==> src/rtl/data_mem_arbiter_if.sv <==
// Requester and memory-side signal bundle for data_mem_arbiter.
// The arbiter connects through the slave modport; requesters and the memory use master.
interface data_mem_arbiter_if #(
    parameter int unsigned ADDR_W = 6,
    parameter int unsigned DATA_W = 32
);
    logic              r0_req;
    logic              r0_we;
    logic [ADDR_W-1:0] r0_addr;
    logic [DATA_W-1:0] r0_wdata;
    logic              r0_ready;
    logic [DATA_W-1:0] r0_rdata;

    logic              r1_req;
    logic              r1_we;
    logic [ADDR_W-1:0] r1_addr;
    logic [DATA_W-1:0] r1_wdata;
    logic              r1_ready;
    logic [DATA_W-1:0] r1_rdata;

    logic              mem_read;
    logic              mem_write;
    logic [ADDR_W-1:0] mem_address;
    logic [DATA_W-1:0] mem_data;
    logic [DATA_W-1:0] mem_result;

    modport slave (
        input  r0_req, r0_we, r0_addr, r0_wdata,
        input  r1_req, r1_we, r1_addr, r1_wdata,
        input  mem_result,
        output r0_ready, r0_rdata, r1_ready, r1_rdata,
        output mem_read, mem_write, mem_address, mem_data
    );

    modport master (
        output r0_req, r0_we, r0_addr, r0_wdata,
        output r1_req, r1_we, r1_addr, r1_wdata,
        output mem_result,
        input  r0_ready, r0_rdata, r1_ready, r1_rdata,
        input  mem_read, mem_write, mem_address, mem_data
    );
endinterface

==> src/rtl/data_mem_arbiter.sv <==
// Round-robin two-requester arbiter and fixed-latency access sequencer for the
// single-port data memory. Every output, including memory control, is registered.
module data_mem_arbiter #(
    parameter int unsigned ADDR_W      = 6,
    parameter int unsigned DATA_W      = 32,
    parameter int unsigned WAIT_CYCLES = 1
) (
    input  logic               clk,
    input  logic               rst,
    data_mem_arbiter_if.slave  bus
);
    localparam int unsigned CNT_W = 4;

    typedef enum logic [1:0] {
        IDLE   = 2'd0,
        ACCESS = 2'd1,
        RESP   = 2'd2
    } state_e;

    state_e             state_q;
    logic               prio_q;
    logic               gnt_q;
    logic [CNT_W-1:0]   cnt_q;
    logic               cmd_we_q;
    logic               r0_ready_q;
    logic               r1_ready_q;
    logic [DATA_W-1:0]  r0_rdata_q;
    logic [DATA_W-1:0]  r1_rdata_q;
    logic               mem_read_q;
    logic               mem_write_q;
    logic [ADDR_W-1:0]  mem_address_q;
    logic [DATA_W-1:0]  mem_data_q;

    // Requester 1 wins only if it asks alone or holds the priority pointer.
    logic               grant_r1_c;
    logic               sel_we_c;
    logic [ADDR_W-1:0]  sel_addr_c;
    logic [DATA_W-1:0]  sel_wdata_c;

    assign grant_r1_c  = bus.r1_req && (!bus.r0_req || prio_q);
    assign sel_we_c    = grant_r1_c ? bus.r1_we    : bus.r0_we;
    assign sel_addr_c  = grant_r1_c ? bus.r1_addr  : bus.r0_addr;
    assign sel_wdata_c = grant_r1_c ? bus.r1_wdata : bus.r0_wdata;

    // mem_address_q/mem_data_q double as the command address/data registers.
    always_ff @(posedge clk or posedge rst) begin
        if (rst) begin
            state_q       <= IDLE;
            prio_q        <= 1'b0;
            gnt_q         <= 1'b0;
            cnt_q         <= '0;
            cmd_we_q      <= 1'b0;
            r0_ready_q    <= 1'b0;
            r1_ready_q    <= 1'b0;
            r0_rdata_q    <= '0;
            r1_rdata_q    <= '0;
            mem_read_q    <= 1'b0;
            mem_write_q   <= 1'b0;
            mem_address_q <= '0;
            mem_data_q    <= '0;
        end else begin
            r0_ready_q  <= 1'b0;
            r1_ready_q  <= 1'b0;
            mem_write_q <= 1'b0;
            case (state_q)
                IDLE: begin
                    if (bus.r0_req || bus.r1_req) begin
                        gnt_q         <= grant_r1_c;
                        prio_q        <= !grant_r1_c;
                        cmd_we_q      <= sel_we_c;
                        mem_address_q <= sel_addr_c;
                        mem_data_q    <= sel_wdata_c;
                        cnt_q         <= CNT_W'(WAIT_CYCLES);
                        mem_read_q    <= !sel_we_c;
                        // With no wait states the first ACCESS cycle is also the last.
                        mem_write_q   <= sel_we_c && (WAIT_CYCLES == 0);
                        state_q       <= ACCESS;
                    end
                end
                ACCESS: begin
                    if (cnt_q == '0) begin
                        mem_read_q <= 1'b0;
                        if (!cmd_we_q) begin
                            if (gnt_q) r1_rdata_q <= bus.mem_result;
                            else       r0_rdata_q <= bus.mem_result;
                        end
                        r0_ready_q <= !gnt_q;
                        r1_ready_q <= gnt_q;
                        state_q    <= RESP;
                    end else begin
                        cnt_q       <= cnt_q - CNT_W'(1);
                        mem_write_q <= cmd_we_q && (cnt_q == CNT_W'(1));
                    end
                end
                RESP: begin
                    state_q <= IDLE;
                end
                default: begin
                    state_q <= IDLE;
                end
            endcase
        end
    end

    assign bus.r0_ready    = r0_ready_q;
    assign bus.r1_ready    = r1_ready_q;
    assign bus.r0_rdata    = r0_rdata_q;
    assign bus.r1_rdata    = r1_rdata_q;
    assign bus.mem_read    = mem_read_q;
    assign bus.mem_write   = mem_write_q;
    assign bus.mem_address = mem_address_q;
    assign bus.mem_data    = mem_data_q;
endmodule

==> src/flat_wrapper.sv <==
// flat-port wrapper written by rule: the top's interface ports become plain ports
module data_mem_arbiter_flat 
#(
    parameter int unsigned ADDR_W      = 6,
    parameter int unsigned DATA_W      = 32,
    parameter int unsigned WAIT_CYCLES = 1
)
  (clk, rst, bus_r0_req, bus_r0_we, bus_r0_addr, bus_r0_wdata, bus_r1_req, bus_r1_we, bus_r1_addr, bus_r1_wdata, bus_mem_result, bus_r0_ready, bus_r0_rdata, bus_r1_ready, bus_r1_rdata, bus_mem_read, bus_mem_write, bus_mem_address, bus_mem_data);
  data_mem_arbiter_if #(.ADDR_W(ADDR_W), .DATA_W(DATA_W)) bus_i ();
  input  logic clk;
  input  logic rst;
  input wire logic [$bits(bus_i.r0_req)-1:0] bus_r0_req;
  input wire logic [$bits(bus_i.r0_we)-1:0] bus_r0_we;
  input wire logic [$bits(bus_i.r0_addr)-1:0] bus_r0_addr;
  input wire logic [$bits(bus_i.r0_wdata)-1:0] bus_r0_wdata;
  input wire logic [$bits(bus_i.r1_req)-1:0] bus_r1_req;
  input wire logic [$bits(bus_i.r1_we)-1:0] bus_r1_we;
  input wire logic [$bits(bus_i.r1_addr)-1:0] bus_r1_addr;
  input wire logic [$bits(bus_i.r1_wdata)-1:0] bus_r1_wdata;
  input wire logic [$bits(bus_i.mem_result)-1:0] bus_mem_result;
  output wire logic [$bits(bus_i.r0_ready)-1:0] bus_r0_ready;
  output wire logic [$bits(bus_i.r0_rdata)-1:0] bus_r0_rdata;
  output wire logic [$bits(bus_i.r1_ready)-1:0] bus_r1_ready;
  output wire logic [$bits(bus_i.r1_rdata)-1:0] bus_r1_rdata;
  output wire logic [$bits(bus_i.mem_read)-1:0] bus_mem_read;
  output wire logic [$bits(bus_i.mem_write)-1:0] bus_mem_write;
  output wire logic [$bits(bus_i.mem_address)-1:0] bus_mem_address;
  output wire logic [$bits(bus_i.mem_data)-1:0] bus_mem_data;
  assign bus_i.r0_req = bus_r0_req;
  assign bus_i.r0_we = bus_r0_we;
  assign bus_i.r0_addr = bus_r0_addr;
  assign bus_i.r0_wdata = bus_r0_wdata;
  assign bus_i.r1_req = bus_r1_req;
  assign bus_i.r1_we = bus_r1_we;
  assign bus_i.r1_addr = bus_r1_addr;
  assign bus_i.r1_wdata = bus_r1_wdata;
  assign bus_i.mem_result = bus_mem_result;
  assign bus_r0_ready = bus_i.r0_ready;
  assign bus_r0_rdata = bus_i.r0_rdata;
  assign bus_r1_ready = bus_i.r1_ready;
  assign bus_r1_rdata = bus_i.r1_rdata;
  assign bus_mem_read = bus_i.mem_read;
  assign bus_mem_write = bus_i.mem_write;
  assign bus_mem_address = bus_i.mem_address;
  assign bus_mem_data = bus_i.mem_data;
  data_mem_arbiter #(.ADDR_W(ADDR_W), .DATA_W(DATA_W), .WAIT_CYCLES(WAIT_CYCLES)) u_core (.clk(clk), .rst(rst), .bus(bus_i));
endmodule
==> config.mk <==
export PLATFORM = sky130hd
export DESIGN_NAME = data_mem_arbiter_flat
export DESIGN_NICKNAME = d
export VERILOG_FILES = /design/src/rtl/data_mem_arbiter_if.sv /design/src/rtl/data_mem_arbiter.sv /design/src/flat_wrapper.sv
export SDC_FILE = /design/constraint.sdc
export NUM_CORES = 1
export LEC_CHECK = 0
export BUFFER_PORTS_ARGS = -buffer_cell sky130_fd_sc_hd__buf_4
export CAP_MARGIN = 20
export CORE_MARGIN = 1
export CORE_UTILIZATION = 51
export CTS_CLUSTER_SIZE = 20
export DETAILED_ROUTE_END_ITERATION = 12
export PLACE_DENSITY = 0.86
export SYNTH_ARGS = -nofsm -noshare
export SYNTH_HDL_FRONTEND = slang
export SYNTH_SLANG_ARGS = --single-unit
==> constraint.sdc <==
create_clock -name clk -period 10.8 [get_ports clk]
set_input_delay 2.16 -clock clk [delete_from_list [all_inputs] [get_ports clk]]
set_output_delay 2.16 -clock clk [all_outputs]
set_load 0.01 [all_outputs]
==> Word-level counts from Yosys, hierarchy flattened <==
Cells that the tools add are included.
{ "totals": {"regBits": 115, "latchBits": 0, "ram_bits": 0, "mem_bits_ro": 0, "in_bits": 114, "output_inout_bits": 106, "word_cells": 56, "mem_count": 0} }
{ "op_classes": {"add_sub_neg": 1, "mul": 0, "div": 0, "order_cmp": 0, "eq_ne": 5, "shifts": 0, "muxes": 18, "bitwise_logic": 2, "reduce_logical": 17} }
{ "op_table": {"columns": ["cell", "count"], "rows": [
  ["$mux W32", 1],
  ["$mux W1", 9],
  ["$mux W4", 2],
  ["$pmux W4 S2", 1],
  ["$reduce_and A4 Y1", 2],
  ["$mux W6", 1],
  ["$reduce_and A3 Y1", 2],
  ["$eq A4 B1 Y1 const B", 1],
  ["$logic_not A1 Y1", 4],
  ["$logic_not A4 Y1", 1],
  ["$mux W2", 2],
  ["$ne A2 B1 Y1 const B", 2],
  ["$pmux W2 S2", 1],
  ["$reduce_and A2 Y1", 2],
  ["$sub A4 B1 Y4 const B", 1],
  ["$eq A2 B1 Y1 const B", 1],
  ["$logic_and A1 B1 Y1", 2],
  ["$logic_not A2 Y1", 1],
  ["$logic_or A1 B1 Y1", 2],
  ["$ne A2 B2 Y1 const B", 1],
  ["$not A1 Y1", 2],
  ["$pmux W1 S2", 1],
  ["$reduce_bool A2 Y1", 1]
]} }

==> Logic depth before layout (Yosys ltp) <==
Gate-level depths: netlist of run 1.
{ "logic_depth": {"depth_word": 7, "mapped_depth": 7, "depth_no_buf": 5} }

==> Least setup slack after synthesis of run 1 <==
OpenSTA, ideal clock, no wires.
{ "synth_path": {"path_kind": "input -> register", "from": "input port bus_r0_req", "to": "register u_core.mem_address_q[0], in the netlist u_core.bus.mem_address[0]", "setup_ns": 0.066, "t_arrival_ns": 3.350, "t_required_ns": 10.734, "setup_slack_ns": 7.383, "path_stages": 5, "n_path_buf": 2, "path_cell_list": "nor2b_1 nor4_1 clkbuf_1 clkbuf_1 a221o_1"} }
{ "synth_via": {"elab_chain_len": 4, "word_cells_on_any_way": 6, "cone_classes": "mux: 1; reduce/logical: 5"} }
{ "synth_lines": {"columns": ["item", "line_no", "rtl"], "rows": [
  ["start: declaration", "flat_wrapper.sv:12", "input wire logic [$bits(bus_i.r0_req)-1:0] bus_r0_req;"],
  ["$logic_not A1 Y1", "data_mem_arbiter.sv:40", "assign grant_r1_c = bus.r1_req && (!bus.r0_req || prio_q);"],
  ["$logic_or A1 B1 Y1", "data_mem_arbiter.sv:40", null],
  ["$logic_and A1 B1 Y1", "data_mem_arbiter.sv:40", null],
  ["$mux W6", "data_mem_arbiter.sv:42", "assign sel_addr_c = grant_r1_c ? bus.r1_addr : bus.r0_addr;"],
  ["end signal: assignment", "data_mem_arbiter.sv:71", "mem_address_q <= sel_addr_c;"],
  ["end: declaration", "data_mem_arbiter.sv:31", "logic [ADDR_W-1:0] mem_address_q;"]
]} }
Several ways; a longest one is shown, not always the timed one.
A chain may end at the register's enable or synchronous reset.

==> Final worst setup path of run 1 <==
{ "layout_path": {"from": "register u_core.r1_rdata_q[19], in the netlist u_core.bus.r1_rdata[19]", "to": "output port bus_r1_rdata[19]"} }
{ "layout_lines": {"columns": ["item", "line_no", "rtl"], "rows": [
  ["start: declaration", "data_mem_arbiter.sv:28", "logic [DATA_W-1:0] r1_rdata_q;"],
  ["start signal: assignment", "data_mem_arbiter.sv:84", "if (gnt_q) r1_rdata_q <= bus.mem_result;"],
  ["end: declaration", "flat_wrapper.sv:24", "output wire logic [$bits(bus_i.r1_rdata)-1:0] bus_r1_rdata;"]
]} }
No word-level cell between the ends.

==> results of run 1 <==
## cells in the mapped netlist, types with 2 or more instances
cell type,count
and3_1,2
nor2_1,2
a221o_1,39
nor3_1,3
and2_1,2
a21boi_0,38
a21oi_1,3
buf_12,3
mux2_4,30
nor2b_1,2
mux2_2,34
clkbuf_1,19
dfrtp_1,115
ha_1,3
nor4_1,3
a21o_1,2
nand2_1,6
inv_1,6
## logic make-up (layout without fill, tap and decap cells)
logic type	after synthesis	in the layout	synth area share, %
buffers and inverters	30	262	3.47
AO/OA/AOI/OAI	89	89	15.6
flip-flops	115	115	59.2
multiplexers	64	64	17.1
adder cells (fa/ha/maj)	3	3	0.772
AND/OR/NAND/NOR	29	29	3.78
## flip-flops by register name, indices dropped and copies added (netlist names), 2 cells and up
register                cells
u_core.bus.mem_address      6
u_core.bus.r1_rdata        32
u_core.cnt_q                4
u_core.bus.r0_rdata        32
u_core.bus.mem_data        32
u_core.state_q              2
## through the flow
stage,std cells,setup slack [ns],hold WS [ns],power [W],util (%)
after global routing,691,7.54,0.511,0.00239,77.4
final,691,7.58,0.504,0.00228,77.4
after floorplan,330,5.60,0.468,0.00127,-
after global placement,659,7.26,0.489,0.00167,71.1
after detailed placement,659,7.22,0.495,0.00172,71.1
after CTS,691,7.56,0.506,0.00229,77.4
## worst reg2reg max path, stage by stage, from the launching register on
cell	delay, ns
dfrtp_1	0.41
inv_1	0.12
ha_1	0.22
or3b_4	0.41
or4_4	0.73
mux2_4	0.42
## cell type report
| class | instances | area (um^2) | area share (%) |
|---|---|---|---|
| Clock buffer | 19 | 422 | 5.90 |
| Tap cell | 129 | 161 | 2.26 |
| Timing Repair Buffer | 224 | 1680 | 23.5 |
| Clock inverter | 13 | 160 | 2.24 |
| Inverter | 6 | 25.0 | 0.350 |
| Multi-Input combinational cell | 185 | 1820 | 25.5 |
| Sequential cell | 115 | 2880 | 40.2 |
## cell usage in the layout (no fill, tap or decap), drive strengths merged, types with 3 or more instances in the layout
cell type / count
a21boi: 38
nand2: 6
bufinv: 3
buf: 224
inv: 7
nor3: 3
a21oi: 3
clkbuf: 19
clkinvlp: 5
nor4: 3
ha: 3
dfrtp: 115
mux2: 64
clkinv: 4
a221o: 39
## routing by layer
| metal | vias up | routed length [um] |
|---|---|---|
| li1 | 1683 | - |
| met1 | 1893 | 5350 |
| met2 | 201 | 6630 |
| met3 | 25 | 1050 |
| met4 | 0 | 358 |
| met5 | - | 0 |
## worst max path at each step
stage / endpoint / slack (ns) / cells past startpoint
finish: bus_r1_rdata[19] / 7.58 / 1
global placement: u_core.bus.mem_address[1] / 7.26 / 3
global route: bus_mem_data[26] / 7.54 / 1
detailed placement: u_core.bus.mem_address[3] / 7.22 / 3
floorplan: u_core.bus.mem_address[0] / 5.60 / 1
CTS: bus_r1_rdata[19] / 7.56 / 1
## report_power, final
group / total [W] / switching, W / internal (W)
registers: 0.000784 / 0.000138 / 0.000646
logic: 0.000947 / 0.000406 / 0.000541
clock network: 0.000547 / 0.000197 / 0.000350
==> results.json, run 1 <==
{
  "cts_hold_buffers": 0,
  "synth_edf_count": 0,
  "seq_area_frac_synth_pct": 59.2,
  "numCtsBuffers": 17,
  "synthCells": 330,
  "gp_congestion": 0.884,
  "drt_iter0_markers": 136,
  "diodes": 0,
  "cts_setup_buffers": 0,
  "synth_top_area_share_pct": 59.2,
  "slew_headroom_pct": 49.7,
  "start_util_pct": 52.6,
  "cp-end-kind": "output port",
  "async_flop_share_pct": 100,
  "clk_pin_slew_ns": 0.06,
  "cts_root_buffer": "clkbuf_8",
  "grt_max_degree": 62,
  "fmaxAchievable_mhz": 310,
  "path_class": "reg2out",
  "period_share_pct": 29.8,
  "drv_cap": 0,
  "dieArea_um2": 9930,
  "r2r_slack_ns": 8.38,
  "tightest_slew_ns": 0.755,
  "slew_violations": 0,
  "io_buffer_count": 219,
  "crit_family": "flip-flops",
  "holdPathStages": 1,
  "fin_crit_ns": 3.22,
  "ctsResizeCount": 0,
  "critPathBufInv": 1,
  "synth_nets": 447,
  "met3_usage_pct": 8.92,
  "clock_path_buffers": 2,
  "min_to": "u_core.bus.r1_rdata[5]",
  "cts_max_level": 4,
  "wl_per_cell_um": 19.4,
  "viasPerCell": 5.50,
  "rsz0062_at_grt": "false",
  "io_pins": 220,
  "reg2reg_to": "u_core.bus.r0_rdata[14]",
  "min_path_type": "reg2reg",
  "slowest_delay_ns": 0.40,
  "cpMaxStageDelayCell": "dfrtp_1",
  "r2r_start": "u_core.cnt_q[0]",
  "dp_hpwl_mm": 9.07,
  "nNetsFinal": 666,
  "clock_latency_ns": 0.50,
  "postLayoutCellArea_um2": 7150,
  "fp-row-count": 35,
  "synth_top_cell_by_area": "dfrtp_1",
  "via_count": 3802,
  "dr.pass1.iters": 4,
  "min_from": "u_core.bus.r1_rdata[5]",
  "path_max_fanout": 2,
  "synth_flop_cell": "dfrtp_1",
  "tritoncts": "built",
  "finalSetupViolCount": 0,
  "peakVddDrop_mv": 0.133,
  "synth.cell_area_um2": 4860,
  "drc": 0,
  "gr-total-overflow": 0,
  "p_leak_nw": 3.54,
  "grt_pass1_wl_mm": 20.5,
  "cts_sinks": 115,
  "status": "finished clean",
  "syn_avg_cell_area_um2": 14.7,
  "required_ns": 8.64,
  "yosysUniqueCellTypes": 36,
  "cellPowerDensity_nw_per_um2": 319,
  "routed_wl_mm": 13.4,
  "core-area_um2": 9240,
  "grt.total_usage_pct": 27.3,
  "die_h_um": 99.6,
  "gr-usage-met1_pct": 32.4,
  "hold_violations": 0,
  "yosysWarnings": 0,
  "synth-seq-cells": 115,
  "syn_to_final_growth_pct": 47.1,
  "grt_use_met2_pct": 46.0,
  "crit_path_start_kind": "register",
  "synthTopCellsByArea": "dfrtp_1 59%, mux2_4 9.3%, a221o_1 8.0%",
  "grt-busiest-layer": "met2",
  "grt_pass1_vias": 3912,
  "cp_data_arrival_time_ns": 1.06,
  "final.setup.tns_ns": 0,
  "fillers": 566,
  "placed_area_um2": 6570,
  "clock_skew_ns": 0.00912,
  "postRouteAntennaNets": 0,
  "antenna_found_initial": 0,
  "fp.dieW_um": 99.6,
  "crit_path_start": "u_core.bus.r1_rdata[19]",
  "reg2reg_depth": 5,
  "crit_chain": "buf_4",
  "drive_above_1_share_pct": 58.4
}
No activity file was read; power rests on OpenSTA's default activity.
==> inputs of run 2 (changes only) <==
CORE_UTILIZATION = 47   (was 51)
PLACE_DENSITY = 0.8   (was 0.86)
clock period = 3.1 ns   (was 10.8 ns; I/O delays follow)
==> run 2 against run 1 <==
Compared with the run above: setup slack lost 6.8 ns; clock-buffer cell count grew 1; non-clock buffer count is the same; hold slack lost 0.22 ns; critical endpoint is now u_core.bus.r0_rdata[3].
==> results.json, run 2 (synthesis results as in run 1) <==
{
  "cp-end-kind": "register",
  "dr.pass1.iters": 4,
  "status": "finished clean",
  "dieArea_um2": 10800,
  "crit_path_start_kind": "register",
  "whs_ns": 0.287,
  "reg2reg_depth": 5,
  "grt.total_usage_pct": 24.4,
  "hold_violations": 0,
  "drive_above_1_share_pct": 58.3,
  "seqPwrFrac_pct": 34.2,
  "internal-power_w": 0.00545,
  "grt_pass1_wl_mm": 20.3,
  "routed_wl_mm": 12.4,
  "finalSetupViolCount": 0,
  "slowest_delay_ns": 0.72,
  "dp_hpwl_mm": 8.59,
  "grt_max_degree": 116,
  "required_ns": 3.49,
  "crit_chain": "inv_1 > ha_1 > or3b_4 > or4_4 > mux2_4",
  "period_share_pct": 76.5,
  "cts_hold_buffers": 0,
  "start_util_pct": 49.1,
  "final.setup.tns_ns": 0,
  "cts_sinks": 115,
  "grt_pass1_vias": 3887,
  "wl_per_cell_um": 17.8,
  "syn_to_final_growth_pct": 47.8,
  "via_count": 3696,
  "io_buffer_count": 219,
  "core-area_um2": 9910,
  "cp_data_arrival_time_ns": 2.76,
  "peakVddDrop_mv": 0.465,
  "cpMaxStageDelayCell": "or4_4",
  "tritoncts": "built",
  "tightest_slew_ns": 0.723,
  "viasPerCell": 5.33,
  "cts_max_level": 4,
  "fillers": 671,
  "final_cell_mix": "223 x buf_4, 115 x dfrtp_1, 39 x a221o_1",
  "fp.dieW_um": 104,
  "antenna_found_initial": 0,
  "die_h_um": 104,
  "clk_pin_slew_ns": 0.06,
  "drc": 0,
  "diodes": 0,
  "clock_latency_ns": 0.51,
  "comb_power_share_pct": 40.8,
  "path_max_fanout": 32,
  "fin_crit_ns": 2.37,
  "r2r_slack_ns": 0.73,
  "p_leak_nw": 3.56,
  "p_clk_share_pct": 24.9,
  "clock_path_buffers": 2,
  "postRouteAntennaNets": 0,
  "io_pins": 220,
  "slew_violations": 0,
  "numCtsBuffers": 17,
  "fmaxAchievable_mhz": 422,
  "switching_power_w": 0.00247,
  "cts_root_buffer": "clkbuf_8",
  "drv_cap": 0,
  "rsz0062_at_grt": "false",
  "drt_iter0_markers": 172,
  "netSwitchingFraction_pct": 31.2,
  "min_path_type": "in2async",
  "gp_congestion": 0.780,
  "gr-total-overflow": 0,
  "cellPowerDensity_nw_per_um2": 1100,
  "layout_commonest_cell": "buf_4",
  "r2r_start": "u_core.cnt_q[0]",
  "post-route-util_pct": 72.5,
  "cts_setup_buffers": 0,
  "path_class": "reg2reg",
  "slew_headroom_pct": 51.8,
  "ctsResizeCount": 0,
  "fp-row-count": 36,
  "clock_skew_ns": 0.00795,
  "nNetsFinal": 666,
  "reg2reg_to": "u_core.bus.r0_rdata[3]"
}
run 2: power groups by stage:
stage / logic [W] / registers, W / clock network (W)
2_1_floorplan: 0.00146 / 0.00296 / 0
3_3_place_gp: 0.00316 / 0.00268 / 0
3_5_place_dp: 0.00326 / 0.00271 / 0
4_1_cts: 0.00325 / 0.00271 / 0.00200
5_1_grt: 0.00348 / 0.00281 / 0.00208
6_report: 0.00323 / 0.00271 / 0.00197
run 2: routing by layer:
layer  vias to the layer above  GRT usage [%]  routed length [um]  share of wire (%)
li1                       1685              -                   -                  -
met1                      1818           29.7                5130                 41
met3                        22           8.43                 972                7.9
met4                         0           10.1                 244                2.0
met5                         -              0                   0                  0
met2                       171           39.5                6020                 49
run 2: area by class of cell:
cell class	instances	area, um^2	share of cell area [%]
Sequential cell	115	2880	40.1
Multi-Input combinational cell	185	1820	25.4
Timing Repair Buffer	224	1690	23.6
Clock buffer	20	435	6.06
Tap cell	133	166	2.32
Clock inverter	11	160	2.23
Inverter	6	26.3	0.366
run 2: stage by stage:
stage	total power (W)	cells	instance area (um^2)	setup slack, ns
after floorplan	0.00442	330	4860	0.946
final	0.00791	694	7180	0.728
after global routing	0.00836	694	7180	0.648
after global placement	0.00584	663	6590	0.799
after detailed placement	0.00596	663	6590	0.743
after CTS	0.00797	694	7180	0.729
run 2: worst max path at each step:
| stage | from | endpoint | slack, ns | cells after the start |
|---|---|---|---|---|
| 3_5_place_dp | u_core.cnt_q[0] | u_core.bus.r0_rdata[20] | 0.74 | 5 |
| 5_1_grt | u_core.cnt_q[0] | u_core.bus.r0_rdata[0] | 0.65 | 5 |
| 2_1_floorplan | u_core.cnt_q[0] | u_core.bus.r0_rdata[0] | 0.95 | 7 |
| 6_report | u_core.cnt_q[0] | u_core.bus.r0_rdata[3] | 0.73 | 5 |
| 3_3_place_gp | u_core.cnt_q[0] | u_core.bus.r0_rdata[11] | 0.80 | 5 |
| 4_1_cts | u_core.cnt_q[0] | u_core.bus.r0_rdata[10] | 0.73 | 5 |
run 2: critical path: cells and delay by family (launching register included):
family                     cells  cell delay, ns
adders and majority gates      1            0.20
muxes                          1            0.39
and+or+nand+nor                2            1.13
DFF                            1            0.40
buffers and inverters          1            0.11
